## config.mk

```make
export PLATFORM = sky130hd
export DESIGN_NAME = pipe_skid_reg
export DESIGN_NICKNAME = d
export VERILOG_FILES = /design/src/rtl/pipe_skid_reg_pkg.sv /design/src/rtl/pipe_skid_reg_entry.sv /design/src/rtl/pipe_skid_reg.sv
export SDC_FILE = /design/constraint.sdc
export NUM_CORES = 1
export LEC_CHECK = 0
export BUFFER_PORTS_ARGS = -buffer_cell sky130_fd_sc_hd__buf_2
export CORE_ASPECT_RATIO = 0.75
export CORE_UTILIZATION = 34
export DETAILED_ROUTE_END_ITERATION = 7
export PLACE_DENSITY = 0.64
export REMOVE_ABC_BUFFERS = 1
export SETUP_SLACK_MARGIN = 0.5
export SYNTH_ARGS = -nofsm -noshare
export SYNTH_HDL_FRONTEND = slang
export SYNTH_SLANG_ARGS = --single-unit
```

## constraint.sdc

```tcl
create_clock -name clk -period 19.1 [get_ports clk]
set_clock_uncertainty 0.2 [all_clocks]
set_input_delay 3.82 -clock clk [delete_from_list [all_inputs] [get_ports clk]]
set_output_delay 3.82 -clock clk [all_outputs]
set_load 0.01 [all_outputs]
```

## src/rtl/pipe_skid_reg_pkg.sv

```systemverilog
// Shared constants for the elastic pipeline stage registers.
// Holds the per-stage field widths, the control-bit layout and the state encoding.
package pipe_skid_reg_pkg;

   // Per-stage field widths.
   localparam int IF_ID_CTRL_WIDTH  = 1;
   localparam int IF_ID_DATA_WIDTH  = 64;
   localparam int ID_EX_CTRL_WIDTH  = 12;
   localparam int ID_EX_DATA_WIDTH  = 136;
   localparam int EX_MEM_CTRL_WIDTH = 3;
   localparam int EX_MEM_DATA_WIDTH = 72;
   localparam int MEM_WB_CTRL_WIDTH = 2;
   localparam int MEM_WB_DATA_WIDTH = 37;

   // Control-bit positions used to pack and unpack the ID/EX control field.
   localparam int CTRL_MEM_R_EN  = 0;
   localparam int CTRL_MEM_W_EN  = 1;
   localparam int CTRL_WB_EN     = 2;
   localparam int CTRL_B         = 3;
   localparam int CTRL_S         = 4;
   localparam int CTRL_IMM       = 5;
   localparam int CTRL_EX_CMD_LO = 6;
   localparam int CTRL_EX_CMD_HI = 9;

   // State is simply {skid.valid, main.valid}; 2'b10 cannot occur.
   typedef enum logic [1:0] {
      S0 = 2'b00,   // empty
      S1 = 2'b01,   // main only
      S2 = 2'b11    // main + skid
   } skid_state_e;

   // Number of valid entries held in a given state.
   function automatic logic [1:0] occ_of(skid_state_e s);
      case (s)
         S0:      occ_of = 2'd0;
         S1:      occ_of = 2'd1;
         S2:      occ_of = 2'd2;
         default: occ_of = 2'd0;
      endcase
   endfunction

endpackage

```

## src/rtl/pipe_skid_reg_entry.sv

```systemverilog
// One storage slot of the skid register: valid + ctrl (cleared on reset/clear)
// and data (only ever written by a load, so it survives reset and flush).
module pipe_entry #(
   parameter int CTRL_WIDTH = 12,
   parameter int DATA_WIDTH = 136
) (
   input  logic                  clk,
   input  logic                  rst,
   input  logic                  load,
   input  logic                  clear,
   input  logic [CTRL_WIDTH-1:0] d_ctrl,
   input  logic [DATA_WIDTH-1:0] d_data,
   output logic                  valid,
   output logic [CTRL_WIDTH-1:0] ctrl,
   output logic [DATA_WIDTH-1:0] data
);

   // Valid and ctrl: reset > clear > load > hold.
   always_ff @(posedge clk) begin
      if (!rst) begin
         valid <= 1'b0;
         ctrl  <= '0;
      end else if (clear) begin
         valid <= 1'b0;
         ctrl  <= '0;
      end else if (load) begin
         valid <= 1'b1;
         ctrl  <= d_ctrl;
      end
   end

   // Data has no reset; it moves only on a real load.
   always_ff @(posedge clk) begin
      if (rst && load && !clear)
         data <= d_data;
   end

endmodule

```

## src/rtl/pipe_skid_reg.sv

```systemverilog
// Two-entry elastic pipeline register with flush. The skid entry absorbs the
// one entry that may arrive in the cycle out_ready falls, so in_ready can be a
// flop with no combinational path from downstream.
module pipe_skid_reg
   import pipe_skid_reg_pkg::*;
#(
   parameter int CTRL_WIDTH = 12,
   parameter int DATA_WIDTH = 136
) (
   input  logic                  clk,
   input  logic                  rst,
   input  logic                  flush,
   input  logic                  in_valid,
   output logic                  in_ready,
   input  logic [CTRL_WIDTH-1:0] in_ctrl,
   input  logic [DATA_WIDTH-1:0] in_data,
   output logic                  out_valid,
   input  logic                  out_ready,
   output logic [CTRL_WIDTH-1:0] out_ctrl,
   output logic [DATA_WIDTH-1:0] out_data,
   output logic [1:0]            occupancy
);

   logic                  main_valid, skid_valid;
   logic [CTRL_WIDTH-1:0] main_ctrl,  skid_ctrl;
   logic [DATA_WIDTH-1:0] main_data,  skid_data;

   logic                  main_load, main_clear, main_from_skid;
   logic                  skid_load, skid_clear;
   logic [CTRL_WIDTH-1:0] main_d_ctrl;
   logic [DATA_WIDTH-1:0] main_d_data;

   logic                  accept, consume;
   skid_state_e           state, state_nxt;

   assign state   = skid_state_e'({skid_valid, main_valid});
   assign accept  = in_valid && in_ready;
   assign consume = main_valid && out_ready;

   // Main refills from skid when draining S2, otherwise from the input.
   assign main_d_ctrl = main_from_skid ? skid_ctrl : in_ctrl;
   assign main_d_data = main_from_skid ? skid_data : in_data;

   // Next state and per-entry load/clear strobes; flush overrides the handshake.
   always_comb begin
      main_load      = 1'b0;
      main_clear     = 1'b0;
      main_from_skid = 1'b0;
      skid_load      = 1'b0;
      skid_clear     = 1'b0;
      state_nxt      = state;
      if (flush) begin
         main_clear = 1'b1;
         skid_clear = 1'b1;
         state_nxt  = S0;
      end else begin
         case (state)
            S0: begin
               if (accept) begin
                  main_load = 1'b1;
                  state_nxt = S1;
               end
            end
            S1: begin
               if (accept && consume) begin
                  main_load = 1'b1;
               end else if (accept) begin
                  skid_load = 1'b1;
                  state_nxt = S2;
               end else if (consume) begin
                  main_clear = 1'b1;
                  state_nxt  = S0;
               end
            end
            S2: begin
               // in_ready is low here, so no accept can coincide.
               if (consume) begin
                  main_load      = 1'b1;
                  main_from_skid = 1'b1;
                  skid_clear     = 1'b1;
                  state_nxt      = S1;
               end
            end
            default: begin
               // Skid-only is unreachable; recover to empty.
               main_clear = 1'b1;
               skid_clear = 1'b1;
               state_nxt  = S0;
            end
         endcase
      end
   end

   pipe_entry #(.CTRL_WIDTH(CTRL_WIDTH), .DATA_WIDTH(DATA_WIDTH)) u_main (
      .clk    (clk),
      .rst    (rst),
      .load   (main_load),
      .clear  (main_clear),
      .d_ctrl (main_d_ctrl),
      .d_data (main_d_data),
      .valid  (main_valid),
      .ctrl   (main_ctrl),
      .data   (main_data)
   );

   pipe_entry #(.CTRL_WIDTH(CTRL_WIDTH), .DATA_WIDTH(DATA_WIDTH)) u_skid (
      .clk    (clk),
      .rst    (rst),
      .load   (skid_load),
      .clear  (skid_clear),
      .d_ctrl (in_ctrl),
      .d_data (in_data),
      .valid  (skid_valid),
      .ctrl   (skid_ctrl),
      .data   (skid_data)
   );

   // in_ready and occupancy are registered copies of the next state.
   always_ff @(posedge clk) begin
      if (!rst) begin
         in_ready  <= 1'b1;
         occupancy <= 2'd0;
      end else begin
         in_ready  <= (state_nxt != S2);
         occupancy <= occ_of(state_nxt);
      end
   end

   assign out_valid = main_valid;
   assign out_ctrl  = main_ctrl;
   assign out_data  = main_data;

endmodule

```

==> flow_summary.ini, run 1 <==
[power]
p_int_mw = 1.112
p_sw_uw = 279.2
p_leak_nw = 5.606
clockPowerShare = 0.427
seqPwrFrac = 0.527
p_per_area_nw_per_um2 = 98.11
swShare = 0.2006
pwr-share-comb = 0.046
irDropWorstVdd_mv = 0.05633

[die]
die_x_um = 211.1
ios = 305
coreArea_um2 = 32310
die_y_um = 158.8
dieArea_um2 = 33520
num_rows = 57
initial_core_util = 0.3450

[final_layout]
seqCellArea_um2 = 8748
area_delta_synth_final_pct = 27.24
fin_cells = 1346
multi_input_area_um2 = 2288
nets = 1037
final_area_um2 = 14180
drive_gt1_frac = 0.5472
fillers = 2878

[synthesis]
yosys-top-cells-area = edfxtp_1 (73%), mux2_2 (14%), dfxtp_1 (5.2%)
synth_edf_count = 272
ys_types = 29
syn_area_um2 = 11150
ys_seq_area_frac = 0.7848
yosysTopAreaCellShare = 0.7327
async_flop_share = 0
yosys_most_used_dff = edfxtp_1
synth_common_cells = edfxtp_1 (272), mux2_2 (136), dfxtp_1 (29)
syn_inst = 558
yosys_warnings = 0
synth_top_area_cell = edfxtp_1
syn_area_per_cell_um2 = 19.98
synth.most_common_cell = edfxtp_1
ys_seq_elements = 301

[placement]
dp_hpwl_um = 15760
placement.cell_area_um2 = 13190
port_buffers = 304
placedCellCount = 1289
gp_congestion = 0.8756

[sta]
fmax_mhz = 164.9
relSlewSlack = 0.3165
slew_violations = 0
finalCriticalPeriod_ps = 6065
period_share = 0.3175
rsz0062_at_grt = no
setup_viol = 0
setup-tns-final_ps = 0
tightestPinTransition_ps = 1025
hold_violations = 0

[clock_tree]
cts-root-buf = clkbuf_16
holdBufCountCts = 0
path_clk_slew_ps = 60
cts_tree = yes
cts_setup_buffers = 0
cts.sinks = 301
htreeDepth = 1
insertion_delay_ps = 550
cts-resized-gates = 0
numCtsBuffers = 30
clockBufferDepth = 3

[critical_path]
cp_max_fo = 68
cp-endpoint = u_skid.data[57]
slowest_delay_ps = 800
path_cells = buf_2, nand2b_1, nor2_1, nand2_1, nor2_4, buf_4
reg2regPathDepth = 5
crit_required_ps = 19070
worstPathArrival_ps = 6030
setup.worst_path.start = flush
r2r_slack_ps = 15550
cp_slowest_cell = buf_4
worstSetupEndpointType = flip-flop
worstReg2RegEnd = u_main.data[26]
crit_type = input port to flip-flop
r2r_start = u_main.valid
worstSetupStartpointType = input port

[detailed_routing]
wl_per_cell_um = 17.89
num_vias = 6098
vias_per_cell = 4.530
drc = 0
ant_nets = 0
routed_wl_um = 24080
dr.pass1.iters = 4
drtIter0Drc = 302

[grt]
gr-usage-all-layers = 0.1411
grt_max_degree = 149
gr-usage-met3 = 0.06665
grt_overflow = 0
antenna_found_initial = 13
met1_usage = 0.1965
top_usage_layer = met2
grt_pass1_wl_um = 36820
use_met2 = 0.2002
grt_pass1_vias = 6213

[min_path]
worstHoldPathType = flip-flop to flip-flop

[flow_run]
maxCapViolCount = 0

[run_status]
outcome = finished, final reports clean
==> cell usage in the layout, fill, tap and decap left out, types with 2 or more instances in the layout <==
cell type,count
clkbuf_16,31
edfxtp_1,272
inv_1,3
nor2_1,15
nand4b_1,2
clkinv_1,4
nand2_1,2
clkbuf_1,8
ha_1,5
mux2i_1,24
clkinv_2,3
dfxtp_1,29
and2_1,2
clkbuf_8,4
nand2b_1,3
o211a_1,12
diode_2,3
a21oi_1,3
buf_4,6
buf_2,304
bufinv_16,3
nand3_1,14
mux2_2,136
==> critical path, delay by kind of cell <==
kind | cells | cell delay (ps)
buf+inv | 2 | 930
simple gates | 4 | 1170
==> per-layer routing <==
layer	vias up	routed length (µm)
met1	2960	10990
met3	48	2722
met4	14	388
met2	243	9884
li1	2833	-
met5	-	89
==> area by class of cell <==
cell class | instances | share of cell area
antenna | 3 | 0.0005293
clock buffer | 43 | 0.06069
clock inverter | 11 | 0.008998
inverter | 3 | 0.0007939
multi-input combinational | 232 | 0.1613
sequential | 301 | 0.6168
tap | 442 | 0.03899
timing repair buffer | 311 | 0.1119
==> how the worst min path moves through the flow <==
stage                               start         endpoint  slack [ps]  depth (start not counted)
after floorplan            u_skid.ctrl[0]   u_skid.ctrl[0]         260                          2
final                      u_main.ctrl[8]   u_main.ctrl[8]         300                          1
after CTS                  u_main.ctrl[8]   u_main.ctrl[8]         300                          1
after global placement    u_skid.ctrl[10]  u_skid.ctrl[10]         270                          2
after detailed placement   u_main.ctrl[8]   u_main.ctrl[8]         280                          1
after global routing      u_main.ctrl[10]  u_main.ctrl[10]         320                          1
==> cells by family after synthesis <==
group           after synthesis  share of synthesized area
compound gates               23                    0.01976
mux                         160                     0.1589
fa+ha+maj                     6                   0.006510
simple gates                 43                    0.01897
flops                       301                     0.7848
buf+inv                      25                    0.01100
==> sequential cells by signal (all words and copies together), names as in the netlist <==
| signal | flops |
|---|---|
| u_main.ctrl | 12 |
| u_skid.ctrl | 12 |
| u_skid.valid | 1 |
| u_main.valid | 1 |
| u_skid.data | 136 |
| occupancy | 2 |
| in_ready | 1 |
| u_main.data | 136 |
==> power by group through the flow <==
stage	Clock (mW)	Sequential (mW)	Combinational (mW)
finish	0.594	0.733	0.0639
global route	0.638	0.734	0.0700
CTS	0.613	0.733	0.0647
detailed placement	0	0.747	0.0643
global placement	0	0.747	0.0628
floorplan	0	0.754	0.0226
==> stage by stage <==
stage                     hold slack [ps]    util  worst slack, ps  power [mW]
after detailed placement            283.1  0.4082            12460      0.8116
after floorplan                     262.7       -             7772      0.7767
after global routing                315.9  0.4388            12900       1.442
after CTS                           299.2  0.4388            13040       1.411
after global placement              273.8  0.4082            12470      0.8098
final                               296.0  0.4390            13040       1.392
(Power assumes the default switching activity.)
==> run 2: changes to the inputs <==
Settings changed: PLACE_DENSITY 0.64 to 0.66.
Clock period 19.1 ns to 5 ns, I/O delays scaled along.
==> flow_summary.ini, run 2 (synthesis results as in run 1) <==
[run_status]
outcome = finished, final reports clean

[clock_tree]
cts-resized-gates = 0
numCtsBuffers = 31
cts-root-buf = clkbuf_16
clockBufferDepth = 3
cts_setup_buffers = 0
insertion_delay_ps = 550
cts.sinks = 301
cts_tree = yes
holdBufCountCts = 0
path_clk_slew_ps = 60
htreeDepth = 1

[grt]
grt_pass1_vias = 6192
grt_overflow = 0
antenna_found_initial = 5
grt_pass1_wl_um = 36810
gr-usage-all-layers = 0.1425
grt_max_degree = 98

[sta]
tightestPinTransition_ps = 1036
finalCriticalPeriod_ps = 3043
rsz0062_at_grt = no
hold_violations = 0
relSlewSlack = 0.3057
fmax_mhz = 328.6
slew_violations = 0
period_share = 0.6086
setup_viol = 0

[detailed_routing]
drtIter0Drc = 380
drc = 0
ant_nets = 0
routed_wl_um = 24420
dr.pass1.iters = 4
vias_per_cell = 4.574
num_vias = 6184
wl_per_cell_um = 18.06

[final_layout]
final_util = 0.4408
area_delta_synth_final_pct = 27.76
nets = 1041
fin_cells = 1352
most-common-layout-cells = buf_2 (304), edfxtp_1 (272), mux2_2 (136), clkbuf_16 (31), dfxtp_1 (29)
fillers = 2872
layout_commonest_cell = buf_2
multi_input_area_um2 = 2288
seqCellArea_um2 = 8748
drive_gt1_frac = 0.5557
reg_top3 = u_main.data: 136 flops, u_skid.data: 136 flops
final_area_um2 = 14240

[placement]
placedCellCount = 1292
port_buffers = 304
gp_congestion = 0.7798
dp_hpwl_um = 16130
placement.cell_area_um2 = 13270

[critical_path]
worstSetupStartpointType = flip-flop
cp_max_fo = 51
reg2regPathDepth = 4
r2r_start = u_main.valid
worstReg2RegEnd = u_main.data[3]
r2r_slack_ps = 1960
crit_required_ps = 5100
worstPathArrival_ps = 3150
worstSetupEndpointType = flip-flop
crit_type = flip-flop to flip-flop

[die]
die_y_um = 158.8
coreArea_um2 = 32310
dieArea_um2 = 33520
ios = 305
initial_core_util = 0.3450
num_rows = 57
die_x_um = 211.1

[power]
p_leak_nw = 5.645
power_mw = 5.245
p_per_area_nw_per_um2 = 368.3
irDropWorstVdd_mv = 0.2091

[min_path]
holdPathStages = 1
hold_end = u_main.ctrl[3]
min_from = u_main.ctrl[3]
worstHoldPathType = flip-flop to flip-flop

[flow_run]
maxCapViolCount = 0
## run 2: report_power, final
| part | leakage (nW) | total (mW) | internal, mW | switching [mW] |
|---|---|---|---|---|
| Combinational | 2.46 | 0.247 | 0.120 | 0.127 |
| Sequential | 2.70 | 2.80 | 2.79 | 0.0125 |
| Clock | 0.485 | 2.20 | 1.24 | 0.956 |
| Total | 5.64 | 5.25 | 4.15 | 1.10 |
## run 2: final cells by class
class                      count  share of cell area
inverter                       3           0.0007907
timing repair buffer         314              0.1174
antenna                        3           0.0005271
multi-input combinational    232              0.1607
sequential                   301              0.6143
clock inverter                23             0.01221
tap                          442             0.03883
clock buffer                  34             0.05526
## run 2: worst max path at each step
| stage | from | endpoint | slack, ps | depth (start not counted) |
|---|---|---|---|---|
| after detailed placement | flush | u_main.data[8] | 1620 | 4 |
| after CTS | u_main.valid | u_main.ctrl[3] | 1950 | 6 |
| after floorplan | in_valid | u_skid.data[0] | -3510 | 3 |
| after global routing | u_main.valid | u_main.ctrl[3] | 1760 | 6 |
| final | u_main.valid | u_main.data[3] | 1960 | 4 |
| after global placement | flush | u_main.data[123] | 1650 | 4 |
## run 2: routing by layer
metal	part of all wire	wire length [µm]	up-vias	global-route usage
met5	0.0011	27	-	0
met4	0.018	432	4	0.03162
met3	0.086	2100	41	0.04806
met2	0.44	10870	229	0.2161
met1	0.45	11000	3050	0.1971
li1	-	-	2860	-
## run 2: critical path, stage by stage (launching register included)
cell and delay (ps):
dfxtp_1 530, ha_1 310, nand4b_1 830, buf_12 520, mux2_2 330
## run 2: stage by stage
| stage | TNS [ps] | hold slack (ps) | setup slack (ps) |
|---|---|---|---|
| after floorplan | -892040 | 262.7 | -3508 |
| after global placement | 0 | 275.8 | 1653 |
| after detailed placement | 0 | 286.2 | 1615 |
| after CTS | 0 | 300.4 | 1950 |
| after global routing | 0 | 326.2 | 1757 |
| final | 0 | 293.4 | 1957 |
